<file path="config.mk">
export PLATFORM = sky130hd
export DESIGN_NAME = vga_sprite_renderer
export DESIGN_NICKNAME = d
export VERILOG_FILES = /design/src/rtl/vga_pkg.sv /design/src/rtl/sprite_rom.sv /design/src/rtl/vga_sprite_renderer.sv
export SDC_FILE = /design/constraint.sdc
export NUM_CORES = 1
export LEC_CHECK = 0
export ABC_CLOCK_PERIOD_IN_PS = 2700
export CORE_MARGIN = 2
export CORE_UTILIZATION = 40
export CTS_CLUSTER_SIZE = 16
export DETAILED_ROUTE_END_ITERATION = 10
export DONT_BUFFER_PORTS = 1
export SKIP_LAST_GASP = 1
export SLEW_MARGIN = 0
export SYNTH_ARGS = -nofsm -noshare
export SYNTH_HDL_FRONTEND = slang
export SYNTH_SLANG_ARGS = --single-unit
export TNS_END_PERCENT = 50
</file>
<file path="constraint.sdc">
create_clock -name clk_i -period 2.7 [get_ports clk_i]
set_input_delay 0 -clock clk_i [delete_from_list [all_inputs] [get_ports clk_i]]
set_output_delay 0 -clock clk_i [all_outputs]
set_load 0.05 [all_outputs]
</file>
<file path="src/rtl/vga_pkg.sv">
// Shared VGA timing defaults and pixel types for the sprite renderer.
package vga_pkg;

  localparam int unsigned VGA_H_ACTIVE   = 640;
  localparam int unsigned VGA_H_FP       = 16;
  localparam int unsigned VGA_H_SYNC     = 96;
  localparam int unsigned VGA_H_BP       = 48;
  localparam int unsigned VGA_V_ACTIVE   = 480;
  localparam int unsigned VGA_V_FP       = 10;
  localparam int unsigned VGA_V_SYNC     = 2;
  localparam int unsigned VGA_V_BP       = 33;
  localparam int unsigned VGA_SCALE_LOG2 = 2;

  // Counters are sized for totals up to 1024; sprite deltas need one extra bit.
  localparam int unsigned CNT_W   = 10;
  localparam int unsigned DELTA_W = 11;

  typedef logic [5:0] rgb222_t;
  typedef logic [1:0] pal_idx_t;

endpackage

</file>
<file path="src/rtl/sprite_rom.sv">
// Combinational 8x8 2bpp sprite bitmap; each row word holds col0 in its top two bits.
module sprite_rom
  import vga_pkg::*;
(
  input  logic [2:0] row,
  input  logic [2:0] col,
  output pal_idx_t   idx_c
);

  logic [15:0] line;
  logic [3:0]  sel;

  always_comb begin
    case (row)
      3'd0:    line = 16'h1550;
      3'd1:    line = 16'h6AA4;
      3'd2:    line = 16'h6FE4;
      3'd3:    line = 16'h6CE4;
      3'd4:    line = 16'h6FE4;
      3'd5:    line = 16'h6AA4;
      3'd6:    line = 16'h1550;
      default: line = 16'hC002;
    endcase
    sel   = {~col, 1'b0};
    idx_c = line[sel +: 2];
  end

endmodule

</file>
<file path="src/rtl/vga_sprite_renderer.sv">
// VGA timing generator rendering a frame-shadowed, scaled 8x8 ROM sprite over a solid background.
// Optional VGA_SPRITE_BORDER_EN draws a 1-pixel frame in color4 around the active area.
module vga_sprite_renderer
  import vga_pkg::*;
#(
  parameter int unsigned H_ACTIVE   = VGA_H_ACTIVE,
  parameter int unsigned H_FP       = VGA_H_FP,
  parameter int unsigned H_SYNC     = VGA_H_SYNC,
  parameter int unsigned H_BP       = VGA_H_BP,
  parameter int unsigned V_ACTIVE   = VGA_V_ACTIVE,
  parameter int unsigned V_FP       = VGA_V_FP,
  parameter int unsigned V_SYNC     = VGA_V_SYNC,
  parameter int unsigned V_BP       = VGA_V_BP,
  parameter int unsigned SCALE_LOG2 = VGA_SCALE_LOG2
) (
  input  logic       clk_i,
  input  logic       rst_i,
  input  rgb222_t    color1_i,
  input  rgb222_t    color2_i,
  input  rgb222_t    color3_i,
  input  rgb222_t    color4_i,
  input  logic [7:0] sprite_x_i,
  input  logic [7:0] sprite_y_i,
  input  logic [4:0] misc_i,
  output logic       hsync_o,
  output logic       vsync_o,
  output logic       de_o,
  output rgb222_t    rgb_o
);

  localparam int unsigned H_TOTAL = H_ACTIVE + H_FP + H_SYNC + H_BP;
  localparam int unsigned V_TOTAL = V_ACTIVE + V_FP + V_SYNC + V_BP;

  localparam logic [CNT_W-1:0] H_LAST   = CNT_W'(H_TOTAL - 1);
  localparam logic [CNT_W-1:0] H_ACT    = CNT_W'(H_ACTIVE);
  localparam logic [CNT_W-1:0] HS_START = CNT_W'(H_ACTIVE + H_FP);
  localparam logic [CNT_W-1:0] HS_STOP  = CNT_W'(H_ACTIVE + H_FP + H_SYNC);
  localparam logic [CNT_W-1:0] V_LAST   = CNT_W'(V_TOTAL - 1);
  localparam logic [CNT_W-1:0] V_ACT    = CNT_W'(V_ACTIVE);
  localparam logic [CNT_W-1:0] VS_START = CNT_W'(V_ACTIVE + V_FP);
  localparam logic [CNT_W-1:0] VS_STOP  = CNT_W'(V_ACTIVE + V_FP + V_SYNC);
  localparam logic [DELTA_W-1:0] SPR_SIZE = DELTA_W'(8 << SCALE_LOG2);

  logic [CNT_W-1:0]   hcount, vcount;
  logic               capture_c;
  rgb222_t            sh_color1, sh_color2, sh_color3, sh_color4;
  logic [7:0]         sh_x, sh_y;
  logic [4:0]         sh_misc;
  logic [DELTA_W-1:0] dx_c, dy_c;
  logic               hit_c, active_c, hs_c, vs_c;
  logic [2:0]         col_c, row_c;
  logic               s1_hit, s1_de, s1_hs, s1_vs;
  logic [2:0]         s1_col, s1_row;
  pal_idx_t           rom_idx;
  rgb222_t            pal_c, pix_c;
`ifdef VGA_SPRITE_BORDER_EN
  logic               border_c, s1_border;
`endif

  // Raster counters.
  always_ff @(posedge clk_i) begin
    if (rst_i) begin
      hcount <= '0;
      vcount <= '0;
    end else if (hcount == H_LAST) begin
      hcount <= '0;
      vcount <= (vcount == V_LAST) ? '0 : vcount + 1'b1;
    end else begin
      hcount <= hcount + 1'b1;
    end
  end

  // Register shadows: follow inputs in reset, otherwise one capture at vblank start.
  assign capture_c = rst_i || (hcount == '0 && vcount == V_ACT);

  always_ff @(posedge clk_i) begin
    if (capture_c) begin
      sh_color1 <= color1_i;
      sh_color2 <= color2_i;
      sh_color3 <= color3_i;
      sh_color4 <= color4_i;
      sh_x      <= sprite_x_i;
      sh_y      <= sprite_y_i;
      sh_misc   <= misc_i;
    end
  end

  // Stage 1: sprite hit test and texel address; a negative delta wraps large and misses.
  always_comb begin
    dx_c     = DELTA_W'(hcount) - DELTA_W'({sh_x, 1'b0});
    dy_c     = DELTA_W'(vcount) - DELTA_W'({sh_y, 1'b0});
    hit_c    = (dx_c < SPR_SIZE) && (dy_c < SPR_SIZE) && sh_misc[0];
    col_c    = dx_c[SCALE_LOG2 +: 3];
    row_c    = dy_c[SCALE_LOG2 +: 3];
    if (sh_misc[1]) col_c = ~col_c;
    if (sh_misc[2]) row_c = ~row_c;
    active_c = (hcount < H_ACT) && (vcount < V_ACT);
    hs_c     = !((hcount >= HS_START) && (hcount < HS_STOP));
    vs_c     = !((vcount >= VS_START) && (vcount < VS_STOP));
`ifdef VGA_SPRITE_BORDER_EN
    border_c = (hcount == '0) || (hcount == H_ACT - 1'b1) ||
               (vcount == '0) || (vcount == V_ACT - 1'b1);
`endif
  end

  always_ff @(posedge clk_i) begin
    if (rst_i) begin
      s1_hit <= 1'b0;
      s1_col <= '0;
      s1_row <= '0;
      s1_de  <= 1'b0;
      s1_hs  <= 1'b1;
      s1_vs  <= 1'b1;
`ifdef VGA_SPRITE_BORDER_EN
      s1_border <= 1'b0;
`endif
    end else begin
      s1_hit <= hit_c;
      s1_col <= col_c;
      s1_row <= row_c;
      s1_de  <= active_c;
      s1_hs  <= hs_c;
      s1_vs  <= vs_c;
`ifdef VGA_SPRITE_BORDER_EN
      s1_border <= border_c;
`endif
    end
  end

  sprite_rom u_rom (
    .row   (s1_row),
    .col   (s1_col),
    .idx_c (rom_idx)
  );

  // Stage 2: palette lookup and colour priority (blank > border > sprite > background).
  always_comb begin
    case (rom_idx)
      2'd1:    pal_c = sh_color2;
      2'd2:    pal_c = sh_color3;
      default: pal_c = sh_color4;
    endcase
    pix_c = sh_misc[3] ? ~sh_color1 : sh_color1;
    if (s1_hit && (rom_idx != 2'd0)) pix_c = pal_c;
`ifdef VGA_SPRITE_BORDER_EN
    if (s1_border) pix_c = sh_color4;
`endif
    if (!s1_de || sh_misc[4]) pix_c = '0;
  end

  always_ff @(posedge clk_i) begin
    if (rst_i) begin
      hsync_o <= 1'b1;
      vsync_o <= 1'b1;
      de_o    <= 1'b0;
      rgb_o   <= '0;
    end else begin
      hsync_o <= s1_hs;
      vsync_o <= s1_vs;
      de_o    <= s1_de;
      rgb_o   <= pix_c;
    end
  end

endmodule

</file>
==> out/results.ini <==
[synthesis]
ys_top_cells_by_area=edfxtp_1 (33%), dfxtp_1 (19%), ha_1 (6.5%)
mappedNetlistNets=447
netlist.area_leader.share=0.333
ys_warn_count=0
synth_area_um2=4060
synthDistinctLibCells=53
ys_seq_elements=84
synth_ff_type=edfxtp_1
synth-seq-area-share=0.526
synthCells=377
avgSynthCellArea_um2=10.8
async_flop_share=0
yosysTopAreaCell=edfxtp_1
synth-edff-count=45

[drt]
drtPass1Iterations=4
ant_nets=0
finalWirelength_um=8500
drc=0
drt-wirelength-per-cell_um=15.0
drtIter0Drc=112
via_per_inst=5.16
vias=2927

[timing]
hold_viol=0
final.setup.tns_ps=0
drv_slew=0
fmax_mhz=423
relSlewSlack=0.479
timing.final.crit_share=0.875
setup_slack_ps=338
setup_viol=0
min_period_ps=2360
grt_setup_unrepaired=false
worstMarginPinSlew_ps=779
finClkSkew_ps=12.6

[place]
pre_cts_slack_ps=355
dpl.hpwl_um=5700
port_buffers=0
place_congestion=0.844

[cts]
cts_max_path_buffers=2
cts_root_buf=clkbuf_8
postCtsSetupRepairBufs=0
cts_sinks=84
cts-buffers-inserted=9
clk_pin_slew_ps=90
cts-resized-gates=0
tritoncts=done
h-tree-depth=3
clk_latency_ps=370
holdBufCountCts=46

[floorplan]
fp.dieH_um=105
core_um2=9820
fp-row-count=36
pin_count=56
die_area_um2=11000
die_w_um=105
initial_core_util=0.413

[cells_and_area]
syn2layout_area_growth_pct=21.0
final_common_cell=dlygate4sd3_1
nFillCells=921
register_area_um2=2130
diodes=0
layout_common_cells=dlygate4sd3_1 (46), edfxtp_1 (45), dfxtp_1 (39)
multi_input_area_um2=1790
finish.utilization=0.500
drive_gt1_frac=0.0853
layout.nets=499

[pwr]
p_per_area_nw_per_um2=593
power_leakage_uw=0.00189
total_power_uw=2910
vdd_drop_max_v=0.000432

[flow_run]
max_cap_viol_count=0

[global_routing]
antenna_found_initial=0
grt.total_usage=0.169
overflow=0
grt_pass1_wl_um=14600
grt_pass1_vias=2978
grt_max_degree=38

[critical_path]
cp_cell_sequence=ha_1, a21o_1, a31oi_1, nor3b_1, a211oi_1, mux2_2, a2111oi_2
end_kind=flip-flop
cp_max_fo=5
critPathKind=reg -> reg
max_stage_delay_ps=470
cpLargestDelayFamily=compound AO/OA/AOI/OAI gates
startpoint_type=flip-flop
critical-path-slowest-cell=dfxtp_1
cp.arrival_ps=2630
cp.buffers_inverters=0
crit_required_ps=2960

[run_status]
run_status=finished, final reports clean

[hold_path]
hold_path.class=in -> reg

## sequential cells by signal, summed over array words and instances (netlist names)
register	count
s1_row	3
rgb_o	6
sh_misc	5
s1_hs	1
sh_color3	6
s1_de	1
sh_y	8
vsync_o	1
s1_hit	1
s1_vs	1
vcount	10
de_o	1
sh_color1	6
sh_color2	6
hsync_o	1
sh_color4	6
hcount	10
s1_col	3
sh_x	8
## synth_stat cells, types with 2 or more instances
library cell and number:
inv_1 27, o211ai_1 8, nand3_1 8, nor2_1 37, a2111oi_0 2, nor4b_1 2
o21ai_0 19, nand2b_1 4, and3_1 4, nand4_1 8, or3_2 2, clkbuf_1 7
and2_1 2, a22oi_1 7, fa_1 2, mux2i_1 2, or3_1 4, nor2b_1 7
a21o_1 3, mux2_2 2, o21bai_1 2, dfxtp_1 39, nor4_1 2, xor2_1 17
edfxtp_1 45, nor3_1 7, nand4b_1 2, a211oi_1 2, ha_1 21, o21a_1 5
xnor2_1 13, a21oi_1 19, or2_2 3, nand2_1 24
## worst paths after layout
path,start,slack (ps),cells past startpoint,end
max,hcount[3]$_SDFF_PP0_,340,7,s1_hit$_SDFF_PP0_
min,rst_i,50,1,sh_x[0]$_DFFE_PP_
max reg2reg,hcount[3]$_SDFF_PP0_,340,7,s1_hit$_SDFF_PP0_
min reg2reg,s1_vs$_SDFF_PP1_,420,1,vsync_o$_SDFF_PP1_
## area by class of cell
| class | count | area share |
|---|---|---|
| tap | 133 | 0.0339 |
| clock buffer | 9 | 0.0252 |
| clock inverter | 7 | 0.0191 |
| inverter | 27 | 0.0206 |
| timing repair buffer | 50 | 0.102 |
| multi-input combinational | 257 | 0.364 |
| sequential | 84 | 0.434 |
## cell families (layout without fill, tap and decap cells)
group | after synthesis | after routing | synth area share
AO/OA/AOI/OAI | 78 | 78 | 0.128
XOR/XNOR | 30 | 30 | 0.0648
adder cells (fa/ha/maj) | 23 | 23 | 0.0747
buffers and inverters | 36 | 93 | 0.0336
flip-flops | 84 | 84 | 0.526
multiplexers | 4 | 4 | 0.0105
AND/OR/NAND/NOR | 122 | 122 | 0.163
## worst register-to-register path, stage by stage, from the launching register on
cell	delay, ps
dfxtp_1	470
ha_1	330
a21o_1	200
a31oi_1	250
nor3b_1	90
a211oi_1	240
mux2_2	370
a2111oi_2	310
## where the power goes
part           total [uW]  leakage (uW)  switching, uW  internal, uW
logic                 446       0.00103            245           202
registers            1500      0.000758           72.3          1430
clock network         962      0.000107            509           452
total                2910       0.00189            826          2080
## through the flow
stage	instances	area (um2)	hold WS (ps)
floorplan	377	4060	98.9
global placement	505	4230	75.6
detailed placement	505	4230	78.4
CTS	567	4910	36.6
global route	567	4910	39.4
finish	567	4910	50.9
## layer usage
metal / track usage / vias to the layer above / part of all wire
li1: - / 1456 / -
met1: 0.214 / 1381 / 0.46
met2: 0.273 / 75 / 0.48
met3: 0.0462 / 15 / 0.044
met4: 0.0676 / 0 / 0.020
met5: 0 / - / 0
(Power assumes the default switching activity.)
